## config.mk

```make
export PLATFORM = sky130hd
export DESIGN_NAME = mem_arbiter_flat
export DESIGN_NICKNAME = d
export VERILOG_FILES = /design/src/rtl/mem_arbiter_if.sv /design/src/rtl/mem_arbiter.sv /design/src/flat_wrapper.sv
export SDC_FILE = /design/constraint.sdc
export NUM_CORES = 1
export LEC_CHECK = 0
export BUFFER_PORTS_ARGS = -buffer_cell sky130_fd_sc_hd__buf_2
export CAP_MARGIN = 0
export CELL_PAD_IN_SITES_DETAIL_PLACEMENT = 1
export CELL_PAD_IN_SITES_GLOBAL_PLACEMENT = 1
export CORE_MARGIN = 1.5
export CORE_UTILIZATION = 28
export CTS_CLUSTER_DIAMETER = 100
export DETAILED_ROUTE_END_ITERATION = 16
export PLACE_DENSITY = 0.84
export SLEW_MARGIN = 20
export SYNTH_ARGS = -nofsm -noshare
export SYNTH_HDL_FRONTEND = slang
export SYNTH_SLANG_ARGS = --single-unit
```

## constraint.sdc

```tcl
create_clock -name clk -period 1.6 [get_ports clk]
set_input_delay 0.08 -clock clk [delete_from_list [all_inputs] [get_ports clk]]
set_output_delay 0.08 -clock clk [all_outputs]
set_load 0.005 [all_outputs]
```

## src/rtl/mem_arbiter_if.sv

```systemverilog
`default_nettype none
// +-----------------------------------------------------------------------+
// | mem_arbiter_if                                                        |
// | Fetch, data and memory-side signals of the unified memory arbiter.    |
// | Rev 1.0                                                               |
// +-----------------------------------------------------------------------+
interface mem_arbiter_if #(
    parameter int AW = 32,
    parameter int DW = 32
);
    logic              if_req;
    logic [AW-1:0]     if_addr;
    logic [DW-1:0]     if_rdata;
    logic              if_valid;
    logic              d_req;
    logic              d_we;
    logic [AW-1:0]     d_addr;
    logic [DW-1:0]     d_wdata;
    logic [DW/8-1:0]   d_wstrb;
    logic [DW-1:0]     d_rdata;
    logic              d_done;
    logic              mem_en;
    logic              mem_we;
    logic [AW-1:0]     mem_addr;
    logic [DW-1:0]     mem_wdata;
    logic [DW/8-1:0]   mem_wstrb;
    logic [DW-1:0]     mem_rdata;
    logic              busy;
    logic              stall;

    // The arbiter itself takes the slave view.
    modport slave (
        input  if_req, if_addr, d_req, d_we, d_addr, d_wdata, d_wstrb, mem_rdata,
        output if_rdata, if_valid, d_rdata, d_done,
        output mem_en, mem_we, mem_addr, mem_wdata, mem_wstrb, busy, stall
    );

    modport master (
        output if_req, if_addr, d_req, d_we, d_addr, d_wdata, d_wstrb, mem_rdata,
        input  if_rdata, if_valid, d_rdata, d_done,
        input  mem_en, mem_we, mem_addr, mem_wdata, mem_wstrb, busy, stall
    );
endinterface
`default_nettype wire

```

## src/rtl/mem_arbiter.sv

```systemverilog
`default_nettype none
// +-----------------------------------------------------------------------+
// | mem_arbiter                                                           |
// | Serialises fetch and load/store onto one fixed-latency memory port.   |
// | Rev 1.0                                                               |
// +-----------------------------------------------------------------------+
module mem_arbiter #(
    parameter int AW         = 32,
    parameter int DW         = 32,
    parameter int LAT        = 2,
    parameter int DATA_BURST = 2
) (
    input  wire logic         clk,
    input  wire logic         rst,
    mem_arbiter_if.slave      bus
);

    localparam int         c_SW    = DW / 8;
    localparam logic [2:0] c_LAT   = 3'(LAT);
    localparam logic [2:0] c_BURST = 3'(DATA_BURST);

    typedef enum logic [1:0] {
        ST_IDLE  = 2'd0,
        ST_ISSUE = 2'd1,
        ST_WAIT  = 2'd2,
        ST_RESP  = 2'd3
    } state_t;

    state_t            state_q,     state_d;
    logic [2:0]        cnt_q,       cnt_d;
    logic [2:0]        streak_q,    streak_d;
    logic              owner_q,     owner_d;      // 1 = data port owns the access
    logic              mem_en_q,    mem_en_d;
    logic              mem_we_q,    mem_we_d;
    logic [AW-1:0]     mem_addr_q,  mem_addr_d;
    logic [DW-1:0]     mem_wdata_q, mem_wdata_d;
    logic [c_SW-1:0]   mem_wstrb_q, mem_wstrb_d;
    logic [DW-1:0]     if_rdata_q,  if_rdata_d;
    logic [DW-1:0]     d_rdata_q,   d_rdata_d;
    logic              if_valid_q,  if_valid_d;
    logic              d_done_q,    d_done_d;
    logic              busy_q,      busy_d;

    logic              w_arb;
    logic              w_grant_data;
    logic              w_grant_fetch;

    // Data wins a tie until it has taken DATA_BURST grants in a row.
    assign w_arb         = (state_q == ST_IDLE) || (state_q == ST_RESP);
    assign w_grant_data  = w_arb && bus.d_req && (!bus.if_req || (streak_q != c_BURST));
    assign w_grant_fetch = w_arb && bus.if_req && !w_grant_data;

    always_comb begin
        state_d     = state_q;
        cnt_d       = cnt_q;
        streak_d    = streak_q;
        owner_d     = owner_q;
        mem_en_d    = 1'b0;
        mem_we_d    = mem_we_q;
        mem_addr_d  = mem_addr_q;
        mem_wdata_d = mem_wdata_q;
        mem_wstrb_d = mem_wstrb_q;
        if_rdata_d  = if_rdata_q;
        d_rdata_d   = d_rdata_q;
        if_valid_d  = 1'b0;
        d_done_d    = 1'b0;
        busy_d      = busy_q;

        case (state_q)
            ST_IDLE, ST_RESP: begin
                state_d = ST_IDLE;
                busy_d  = 1'b0;
                if (w_grant_data) begin
                    state_d     = ST_ISSUE;
                    busy_d      = 1'b1;
                    mem_en_d    = 1'b1;
                    owner_d     = 1'b1;
                    cnt_d       = c_LAT;
                    mem_we_d    = bus.d_we;
                    mem_addr_d  = bus.d_addr;
                    mem_wdata_d = bus.d_wdata;
                    mem_wstrb_d = bus.d_we ? bus.d_wstrb : '0;
                    streak_d    = (streak_q == c_BURST) ? streak_q : streak_q + 3'd1;
                end else if (w_grant_fetch) begin
                    state_d     = ST_ISSUE;
                    busy_d      = 1'b1;
                    mem_en_d    = 1'b1;
                    owner_d     = 1'b0;
                    cnt_d       = c_LAT;
                    mem_we_d    = 1'b0;
                    mem_addr_d  = bus.if_addr;
                    mem_wstrb_d = '0;
                    streak_d    = 3'd0;
                end
            end
            ST_ISSUE: begin
                state_d = ST_WAIT;
            end
            ST_WAIT: begin
                cnt_d = cnt_q - 3'd1;
                // cnt reaching 1 marks the cycle the memory presents read data.
                if (cnt_q <= 3'd1) begin
                    state_d = ST_RESP;
                    busy_d  = 1'b0;
                    if (owner_q) begin
                        d_rdata_d = bus.mem_rdata;
                        d_done_d  = 1'b1;
                    end else begin
                        if_rdata_d = bus.mem_rdata;
                        if_valid_d = 1'b1;
                    end
                end
            end
            default: begin
                state_d = ST_IDLE;
            end
        endcase
    end

    always_ff @(posedge clk) begin
        if (rst) begin
            state_q     <= ST_IDLE;
            cnt_q       <= 3'd0;
            streak_q    <= 3'd0;
            owner_q     <= 1'b0;
            mem_en_q    <= 1'b0;
            mem_we_q    <= 1'b0;
            mem_addr_q  <= '0;
            mem_wdata_q <= '0;
            mem_wstrb_q <= '0;
            if_rdata_q  <= '0;
            d_rdata_q   <= '0;
            if_valid_q  <= 1'b0;
            d_done_q    <= 1'b0;
            busy_q      <= 1'b0;
        end else begin
            state_q     <= state_d;
            cnt_q       <= cnt_d;
            streak_q    <= streak_d;
            owner_q     <= owner_d;
            mem_en_q    <= mem_en_d;
            mem_we_q    <= mem_we_d;
            mem_addr_q  <= mem_addr_d;
            mem_wdata_q <= mem_wdata_d;
            mem_wstrb_q <= mem_wstrb_d;
            if_rdata_q  <= if_rdata_d;
            d_rdata_q   <= d_rdata_d;
            if_valid_q  <= if_valid_d;
            d_done_q    <= d_done_d;
            busy_q      <= busy_d;
        end
    end

    assign bus.mem_en    = mem_en_q;
    assign bus.mem_we    = mem_we_q;
    assign bus.mem_addr  = mem_addr_q;
    assign bus.mem_wdata = mem_wdata_q;
    assign bus.mem_wstrb = mem_wstrb_q;
    assign bus.if_rdata  = if_rdata_q;
    assign bus.if_valid  = if_valid_q;
    assign bus.d_rdata   = d_rdata_q;
    assign bus.d_done    = d_done_q;
    assign bus.busy      = busy_q;
    assign bus.stall     = (bus.if_req & ~if_valid_q) | (bus.d_req & ~d_done_q);

endmodule
`default_nettype wire

```

## src/flat_wrapper.sv

```systemverilog
// flat-port wrapper written by rule: the top's interface ports become plain ports
module mem_arbiter_flat 
#(
    parameter int AW         = 32,
    parameter int DW         = 32,
    parameter int LAT        = 2,
    parameter int DATA_BURST = 2
)
  (clk, rst, bus_if_req, bus_if_addr, bus_d_req, bus_d_we, bus_d_addr, bus_d_wdata, bus_d_wstrb, bus_mem_rdata, bus_if_rdata, bus_if_valid, bus_d_rdata, bus_d_done, bus_mem_en, bus_mem_we, bus_mem_addr, bus_mem_wdata, bus_mem_wstrb, bus_busy, bus_stall);
  mem_arbiter_if #(.AW(AW), .DW(DW)) bus_i ();
  input  wire logic clk;
  input  wire logic rst;
  input wire logic [$bits(bus_i.if_req)-1:0] bus_if_req;
  input wire logic [$bits(bus_i.if_addr)-1:0] bus_if_addr;
  input wire logic [$bits(bus_i.d_req)-1:0] bus_d_req;
  input wire logic [$bits(bus_i.d_we)-1:0] bus_d_we;
  input wire logic [$bits(bus_i.d_addr)-1:0] bus_d_addr;
  input wire logic [$bits(bus_i.d_wdata)-1:0] bus_d_wdata;
  input wire logic [$bits(bus_i.d_wstrb)-1:0] bus_d_wstrb;
  input wire logic [$bits(bus_i.mem_rdata)-1:0] bus_mem_rdata;
  output wire logic [$bits(bus_i.if_rdata)-1:0] bus_if_rdata;
  output wire logic [$bits(bus_i.if_valid)-1:0] bus_if_valid;
  output wire logic [$bits(bus_i.d_rdata)-1:0] bus_d_rdata;
  output wire logic [$bits(bus_i.d_done)-1:0] bus_d_done;
  output wire logic [$bits(bus_i.mem_en)-1:0] bus_mem_en;
  output wire logic [$bits(bus_i.mem_we)-1:0] bus_mem_we;
  output wire logic [$bits(bus_i.mem_addr)-1:0] bus_mem_addr;
  output wire logic [$bits(bus_i.mem_wdata)-1:0] bus_mem_wdata;
  output wire logic [$bits(bus_i.mem_wstrb)-1:0] bus_mem_wstrb;
  output wire logic [$bits(bus_i.busy)-1:0] bus_busy;
  output wire logic [$bits(bus_i.stall)-1:0] bus_stall;
  assign bus_i.if_req = bus_if_req;
  assign bus_i.if_addr = bus_if_addr;
  assign bus_i.d_req = bus_d_req;
  assign bus_i.d_we = bus_d_we;
  assign bus_i.d_addr = bus_d_addr;
  assign bus_i.d_wdata = bus_d_wdata;
  assign bus_i.d_wstrb = bus_d_wstrb;
  assign bus_i.mem_rdata = bus_mem_rdata;
  assign bus_if_rdata = bus_i.if_rdata;
  assign bus_if_valid = bus_i.if_valid;
  assign bus_d_rdata = bus_i.d_rdata;
  assign bus_d_done = bus_i.d_done;
  assign bus_mem_en = bus_i.mem_en;
  assign bus_mem_we = bus_i.mem_we;
  assign bus_mem_addr = bus_i.mem_addr;
  assign bus_mem_wdata = bus_i.mem_wdata;
  assign bus_mem_wstrb = bus_i.mem_wstrb;
  assign bus_busy = bus_i.busy;
  assign bus_stall = bus_i.stall;
  mem_arbiter #(.AW(AW), .DW(DW), .LAT(LAT), .DATA_BURST(DATA_BURST)) u_core (.clk(clk), .rst(rst), .bus(bus_i));
endmodule
```

==> results.yml, run 1 <==
sta:
  period_minus_slack_ns: 2.03
  hold_viol: 0
  max_freq_mhz: 493
  worstMarginPinSlew_ns: 0.576
  slew-limit-headroom: 0.616
  rsz0062_at_grt: "yes"
  fin_crit_sh: 1.27
  setup_violations: 98
  whs_ns: 0.242
  slew_violations: 0
  skew_ns: 0.0154
  fin_ws_ns: -0.429
routing:
  drt-wirelength-per-cell_um: 24.5
  first_pass_iters: 4
  drc: 0
  viasPerCell: 5.24
  ant_nets: 0
  vias: 7309
  finalWirelength_um: 34200
  drtIter0Drc: 358
layout:
  n_fill_cell: 2204
  area_growth_syn_to_layout_pct: 89.6
  mostFrequentLayoutCells: "buf_2 (273), nand2_1 (224), dfxtp_1 (141), dlygate4sd3_1 (134), a21oi_1 (86)"
  final_nets: 1262
  layout_commonest_cell: "buf_2"
  multi_input_area_mm2: 0.00281
  drive_gt1_frac: 0.409
  fin_cells: 1395
  regArea_mm2: 0.00293
synth:
  async_flop_share: 0
  syn_nets: 829
  synth_area_leader_cell: "dfxtp_1"
  synthXorXnorAreaFrac: 0.00161
  synth_top_family_by_area: "simple AND/OR/NAND/NOR gates"
  synth-compound-area-share: 0.125
  synthAdderAreaFrac: 0.0138
  syn_area_mm2: 0.00546
  synth_seq_cells: 146
  synth_edf_count: 0
  synthMuxAreaShare: 0.00206
  yosysTopAreaCellShare: 0.536
  yosys_warnings: 0
  ys_top_cells_by_area: "dfxtp_1 (54%), nand2_1 (16%), a21oi_1 (9.4%), nand3_1 (9.0%), buf_2 (2.2%)"
  synth.avg_cell_area_um2: 7.95
  synth-simple-area-share: 0.268
  yosysSeqAreaShare: 0.536
  syn_inst: 686
  synth-main-ff-cell: "dfxtp_1"
  synth_cell_types: 36
critical_path:
  cp_num_buf_inv: 4
  crit_fanout: 16
  path_cells: "inv_2 > ha_4 > o21ai_4 > buf_6 > nor2_4 > buf_12 > buf_12 > nand3_1 > nand3_1"
  arrival_ns: 2.38
  r2r-start: "u_core.state_q[0]"
  critPathCaptureType: "register"
  crit_family: "simple AND/OR/NAND/NOR gates"
  slowest_delay_ns: 0.37
  worstSetupPathType: "register to register"
  crit_slowest_cell: "dfxtp_2"
  crit_path_start: "u_core.state_q[0]"
  required_ns: 1.95
  startpoint_type: "register"
grt:
  grt_max_degree: 58
  grt_pass1_wl_um: 41400
  antenna_found_initial: 5
  grt_overflow: 0
  grt_pass1_vias: 7678
  grtUsageTotal: 0.266
floorplanning:
  die_w_um: 143
  start_util: 0.289
  io_pins: 275
  die-area_mm2: 0.0203
  fp.dieH_um: 143
  rows: 50
  core_mm2: 0.0189
power_and_ir_drop:
  peakVddDrop_mv: 0.857
  total_leakage_power_nw: 4.64
  p_total_mw: 17.0
  power_density_mw_per_mm2: 1650
clock_tree:
  cts_buffers: 17
  root_buffer: "clkbuf_16"
  cts_buffer_depth: 2
  cts.sinks: 146
  clkTransAtPathRegs_ns: 0.07
  cts_max_level: 4
  tritoncts: "yes"
  insertion_delay_ns: 0.43
place:
  gp_congestion: 0.813
  port_buffers: 274
  place_inst: 1196
  dp_hpwl_um: 13200
min_path:
  hold_class: "input pin to register"
  min_from: "bus_if_req"
job:
  maxCapViolCount: 0
run_status:
  violations: "negative setup slack"
  status: "complete, but fails checks"
==> power by group <==
group / internal (mW) / switching (mW) / total, mW
clock network: 2.79 / 1.80 / 4.59
registers: 4.51 / 0.667 / 5.18
logic: 3.22 / 4.03 / 7.25
total: 10.5 / 6.49 / 17.0
==> cells in the mapped netlist (all sizes together) (2+ instances only) <==
library cell,count
dfxtp,146
a211oi,2
or3,2
nor2,10
nor2b,2
o21ai,4
clkbuf,20
inv,8
a21oi,103
nand2,229
and3,2
ha,6
nand3,98
a22o,4
nand2b,2
buf,32
==> per-stage QoR <==
step	cell area, um^2	utilization	setup WS, ns	TNS [ns]
floorplan	5460	-	0.0215	0
global placement	7270	0.385	-0.0386	-0.298
detailed placement	7270	0.385	-0.152	-6.00
CTS	9490	0.502	-0.0262	-0.149
global route	10300	0.547	-0.496	-13.43
finish	10300	0.548	-0.429	-9.42
==> worst register-to-register path, stage by stage, from the launching register on <==
cell and delay, ns:
dfxtp_2 0.37, inv_2 0.07, ha_4 0.31, o21ai_4 0.10, buf_6 0.15, nor2_4 0.15
buf_12 0.14, buf_12 0.15, nand3_1 0.31, nand3_1 0.21
==> state kept, by name, summed over array words and instances, names as in the netlist <==
register / count
u_core.bus.if_rdata: 32
u_core.bus.d_done: 1
u_core.bus.mem_wstrb: 4
u_core.bus.d_rdata: 32
u_core.owner_q: 1
u_core.bus.mem_wdata: 32
u_core.bus.mem_addr: 32
u_core.bus.busy: 1
u_core.streak_q: 3
u_core.bus.mem_en: 1
u_core.state_q: 2
u_core.cnt_q: 3
u_core.bus.mem_we: 1
u_core.bus.if_valid: 1
==> kinds of logic (layout without fill, tap and decap cells) <==
family	Yosys count	after routing
AND/OR/NAND/NOR	348	348
flip-flops	146	146
AO/OA/AOI/OAI	124	124
adder cells (fa/ha/maj)	6	6
multiplexers	1	1
buffers and inverters	60	505
other	0	4
XOR/XNOR	1	1
==> path summary, 6_finish.rpt <==
| kind | end | slack, ns | depth (start not counted) |
|---|---|---|---|
| worst max-delay path | u_core.bus.mem_addr[13] | -0.43 | 9 |
| worst min-delay path | u_core.streak_q[2] | 0.24 | 3 |
| worst max register to register | u_core.bus.mem_addr[13] | -0.43 | 9 |
| worst min register to register | u_core.bus.if_rdata[14] | 0.45 | 2 |
==> repair_timing <==
action / in CTS / in global routing
setup buffers: 9 / 7
endpoints found under the hold margin: 139 / 0
cloned: 3 / 12
hold buffers: 134 / 0
setup endpoints to repair: 109 / 109
pin swaps: 3 / 42
resized for setup: 17 / 114
==> metal layers <==
layer  wire length, um  GRT usage  vias to the layer above
met5                27          0                        -
met4              2680      0.188                        4
met3              2580     0.0750                      190
met2             17200      0.497                      460
met1             11700      0.248                     3499
li1                  -          -                     3156
==> final cells by class <==
type	count	share of cell area
timing repair buffer	466	0.347
sequential	146	0.283
multi-input combinational	480	0.271
clock buffer	17	0.0411
tap	260	0.0314
clock inverter	14	0.0218
inverter	8	0.00290
antenna	4	0.000967
No activity file was read; power rests on OpenSTA's default activity.
==> run 2: changes to the inputs <==
--- a/config.mk
+++ b/config.mk
@@ -9,7 +9,7 @@
 export CAP_MARGIN = 0
 export CELL_PAD_IN_SITES_DETAIL_PLACEMENT = 1
 export CELL_PAD_IN_SITES_GLOBAL_PLACEMENT = 1
-export CORE_MARGIN = 1.5
+export CORE_MARGIN = 5
 export CORE_UTILIZATION = 28
 export CTS_CLUSTER_DIAMETER = 100
 export DETAILED_ROUTE_END_ITERATION = 16
==> results.yml, run 2 (synthesized netlist as in run 1, its figures left out) <==
grt:
  grt_pass1_vias: 7341
  grt_max_degree: 66
  antenna_found_initial: 6
  grtUsageTotal: 0.225
  grt_overflow: 0
  grt_pass1_wl_um: 39600
sta:
  whs_ns: 0.122
  worstMarginPinSlew_ns: 0.474
  rsz0062_at_grt: "yes"
  slew_violations: 0
  hold_viol: 0
  max_freq_mhz: 627
  period_minus_slack_ns: 1.60
  skew_ns: 0.0143
  fin_crit_sh: 0.997
  setup_violations: 0
  slew-limit-headroom: 0.684
  fin_ws_ns: 0.00479
critical_path:
  rrSetupSlack_ns: 0.005
  slowest_delay_ns: 0.33
  critPathCaptureType: "register"
  arrival_ns: 1.92
  worstSetupPathType: "register to register"
  required_ns: 1.92
  r2r-end: "u_core.streak_q[2]"
  crit_family: "simple AND/OR/NAND/NOR gates"
  crit_fanout: 3
  cp_num_buf_inv: 2
  startpoint_type: "register"
  reg2regPathDepth: 7
  path_cells: "inv_1 > ha_1 > nor2b_4 > buf_6 > o21ai_1 > and3_1 > a2111oi_2"
  r2r-start: "u_core.streak_q[0]"
  crit_slowest_cell: "dfxtp_2"
power_and_ir_drop:
  peakVddDrop_mv: 0.839
  p_total_mw: 15.3
  total_leakage_power_nw: 4.43
  power_density_mw_per_mm2: 1560
place:
  post-place-ws_ns: -0.179
  place_inst: 1208
  port_buffers: 274
  gp_congestion: 0.768
  dp_hpwl_um: 14200
routing:
  drtIter0Drc: 282
  viasPerCell: 4.96
  ant_nets: 0
  vias: 6934
  drt-wirelength-per-cell_um: 20.9
  finalWirelength_um: 29200
  first_pass_iters: 5
  drc: 0
job:
  maxCapViolCount: 0
layout:
  area_growth_syn_to_layout_pct: 79.4
  fin_cells: 1398
  mostFrequentLayoutCells: "buf_2 (273), nand2_1 (224), dfxtp_1 (142), dlygate4sd3_1 (133), nand3_1 (96)"
  final_nets: 1256
  drive_gt1_frac: 0.351
  final_util: 0.506
  layout_commonest_cell: "buf_2"
  n_fill_cell: 2318
floorplanning:
  die_w_um: 150
  die-area_mm2: 0.0224
  rows: 51
  io_pins: 275
  start_util: 0.282
  fp.dieH_um: 150
  core_mm2: 0.0193
clock_tree:
  cts_buffer_depth: 2
  clkTransAtPathRegs_ns: 0.07
  cts_buffers: 17
  tritoncts: "yes"
  insertion_delay_ns: 0.42
  cts.sinks: 146
  cts_max_level: 4
  root_buffer: "clkbuf_16"
min_path:
  hold_class: "input pin to register"
  min_from: "rst"
  min_path_cells: 2
  hold_end: "u_core.cnt_q[2]"
run_status:
  status: "finished clean"
-- run 2: cell types whose count changed in the layout (fill, tap and decap cells not counted), sizes merged, moves of 2 or more --
| cell | previous run | this run |
|---|---|---|
| clkinv | 1 | 6 |
| diode | 4 | 8 |
| buf | 323 | 317 |
| inv | 13 | 9 |
| clkinvlp | 3 | 1 |
| clkbuf | 26 | 29 |
-- run 2: how the worst max path moves through the flow --
stage / startpoint / endpoint / cells after the start
after global routing: u_core.state_q[0] / u_core.bus.mem_we / 8
after CTS: u_core.state_q[0] / u_core.streak_q[2] / 7
after global placement: u_core.state_q[0] / u_core.bus.mem_wstrb[2] / 6
final: u_core.streak_q[0] / u_core.streak_q[2] / 7
after floorplan: u_core.state_q[0] / u_core.bus.mem_addr[23] / 8
after detailed placement: u_core.state_q[0] / u_core.cnt_q[1] / 6
-- run 2: metal layers --
layer / wire length, um / up-vias / GRT usage
li1: - / 3144 / -
met1: 10100 / 3378 / 0.221
met2: 15600 / 301 / 0.419
met3: 1810 / 111 / 0.0609
met4: 1680 / 0 / 0.135
met5: 0 / - / 0
-- run 2: cell type report --
class                   count  area, um^2  area share
flip-flops and latches    146        2930       0.299
clock inverters            12         181      0.0185
inverters                   8        30.0     0.00307
clock buffers              19         443      0.0453
diodes                      8        20.0     0.00205
multi-input cells         480        2400       0.245
well taps                 265         332      0.0339
repair buffers            460        3450       0.353
-- run 2: metrics by stage --
| stage | setup TNS [ns] | cell area, um^2 |
|---|---|---|
| CTS | 0 | 9300 |
| global route | -1.01 | 9780 |
| floorplan | 0 | 5460 |
| global placement | -1.42 | 7300 |
| detailed placement | -7.04 | 7300 |
| finish | 0 | 9790 |
-- run 2: where the power goes --
group          leakage (nW)  internal (mW)  switching, mW  total, mW
Combinational          2.94           2.74           3.20       5.94
Clock                 0.303           2.66           1.65       4.31
Sequential             1.19           4.51          0.547       5.06
-- run 2: repair_timing --
action	CTS	global route
buffers inserted	0	5
resized for setup	9	35
endpoints found under the setup margin	77	107
hold endpoints to repair	133	0
hold buffers	133	0
pin swaps	0	9
cloned	0	13
-- run 2: worst reg2reg max path, delay by kind of cell (launching register included) --
family | cells | cell delay, ns
flip-flops | 1 | 0.33
buffers and inverters | 2 | 0.19
adder cells (fa/ha/maj) | 1 | 0.15
AND/OR/NAND/NOR | 2 | 0.45
AO/OA/AOI/OAI | 2 | 0.41
==> run 3: changes to the inputs <==
--- a/config.mk
+++ b/config.mk
@@ -9,7 +9,6 @@
 export CAP_MARGIN = 0
 export CELL_PAD_IN_SITES_DETAIL_PLACEMENT = 1
 export CELL_PAD_IN_SITES_GLOBAL_PLACEMENT = 1
-export CORE_MARGIN = 5
 export CORE_UTILIZATION = 28
 export CTS_CLUSTER_DIAMETER = 100
 export DETAILED_ROUTE_END_ITERATION = 16
==> results.yml, run 3 (synthesized netlist as in run 1, its figures left out) <==
run_status:
  status: "complete, but fails checks"
  violations: "negative setup slack"
floorplanning:
  die_w_um: 142
  io_pins: 275
  die-area_mm2: 0.0200
  core_mm2: 0.0189
  fp.dieH_um: 142
  start_util: 0.289
  rows: 50
job:
  maxCapViolCount: 0
layout:
  drive_gt1_frac: 0.462
  layout_commonest_cell: "buf_2"
  n_fill_cell: 2149
  mostFrequentLayoutCells: "buf_2 (273), nand2_1 (207), dfxtp_1 (140), dlygate4sd3_1 (134), a21oi_1 (73)"
  final_area_mm2: 0.0108
  final_nets: 1275
  multi_input_area_mm2: 0.00309
  area_growth_syn_to_layout_pct: 98.6
  regArea_mm2: 0.00294
power_and_ir_drop:
  total_leakage_power_nw: 4.81
  peakVddDrop_mv: 0.804
  power_density_mw_per_mm2: 1680
clock_tree:
  cts_buffer_depth: 2
  cts_buffers: 17
  insertion_delay_ns: 0.42
  cts_max_level: 4
  root_buffer: "clkbuf_16"
  tritoncts: "yes"
  clkTransAtPathRegs_ns: 0.08
  cts.sinks: 146
sta:
  rsz0062_at_grt: "yes"
  slew-limit-headroom: 0.547
  fin_ws_ns: -0.493
  period_minus_slack_ns: 2.09
  hold_viol: 0
  worstMarginPinSlew_ns: 0.675
  setup_violations: 88
  whs_ns: 0.317
  slew_violations: 0
  max_freq_mhz: 478
  fin_crit_sh: 1.31
  skew_ns: 0.0153
min_path:
  hold_class: "input pin to register"
  min_from: "bus_d_req"
routing:
  first_pass_iters: 5
  ant_nets: 0
  vias: 7600
  viasPerCell: 5.39
  drc: 0
  drtIter0Drc: 516
  drt-wirelength-per-cell_um: 27.7
  finalWirelength_um: 39000
grt:
  antenna_found_initial: 10
  grt_pass1_vias: 7751
  grtUsageTotal: 0.277
  grt_pass1_wl_um: 42600
  grt_max_degree: 57
  grt_overflow: 0
critical_path:
  crit_path_start: "u_core.state_q[0]"
  worstSetupPathType: "register to register"
  startpoint_type: "register"
  crit_fanout: 20
  critPathCaptureType: "register"
  r2r-start: "u_core.state_q[0]"
  required_ns: 1.96
  arrival_ns: 2.45
place:
  port_buffers: 274
  gp_congestion: 0.830
  post-place-ws_ns: -0.129
  dp_hpwl_um: 13000
  place_area_mm2: 0.00727
[run 3: cell types whose count changed in the layout (fill, tap and decap cells not counted), moves of 3 or more]
cell,change
a21oi_1,-20
a21oi_2,+20
buf_16,+6
buf_4,-3
buf_6,+10
nand2_1,-17
nand2_2,+16
nand3_1,-68
nand3_2,+45
nand3_4,+23
[run 3: critical path, cell delays in order (launching register included)]
cell and delay [ns]:
dfxtp_2 0.36, inv_2 0.06, ha_4 0.28, o21ai_4 0.11, buf_6 0.15, nor2b_4 0.29, buf_8 0.23, nand2_1 0.32
nand3_2 0.21
[run 3: path summary, 6_finish.rpt]
kind,endpoint,slack (ns),cells after the start
min,u_core.state_q[0],0.32,4
max reg2reg,u_core.bus.mem_addr[14],-0.49,8
min reg2reg,u_core.bus.if_rdata[24],0.45,2
max,u_core.bus.mem_addr[14],-0.49,8
[run 3: report_power, final]
group          switching, mW  internal [mW]  total (mW)
Clock                   1.78           2.69        4.47
Combinational           4.82           3.65        8.47
Sequential             0.696           4.52        5.22
[run 3: stage by stage]
stage	power [mW]	utilization	cells	TNS, ns
2_1_floorplan	7.20	-	686	0
3_3_place_gp	9.19	0.385	1198	-0.198
3_5_place_dp	9.36	0.385	1198	-3.81
4_1_cts	15.3	0.514	1384	0
5_1_grt	18.7	0.573	1408	-16.21
6_report	18.2	0.573	1411	-13.09
[run 3: metal layers]
layer	track usage	part of all wire	vias to the layer above
li1	-	-	3202
met1	0.267	0.33	3629
met2	0.498	0.48	515
met3	0.0793	0.10	242
met4	0.217	0.091	12
met5	0	0.0034	-
[run 3: repair_timing]
item | 4_1_cts | 5_1_grt
endpoints found under the hold margin | 141 | 0
gates cloned | 7 | 17
gates resized for setup | 40 | 173
hold buffers | 134 | 0
setup endpoints to repair | 107 | 134
pin swaps | 5 | 66
buffers inserted | 13 | 7
[run 3: area by class of cell]
cell class              instances  share of cell area
repair buffers                478               0.350
multi-input cells             481               0.286
flip-flops and latches        146               0.271
clock buffers                  19              0.0409
well taps                     260              0.0300
clock inverters                13              0.0185
inverters                       8             0.00300
diodes                          6             0.00139
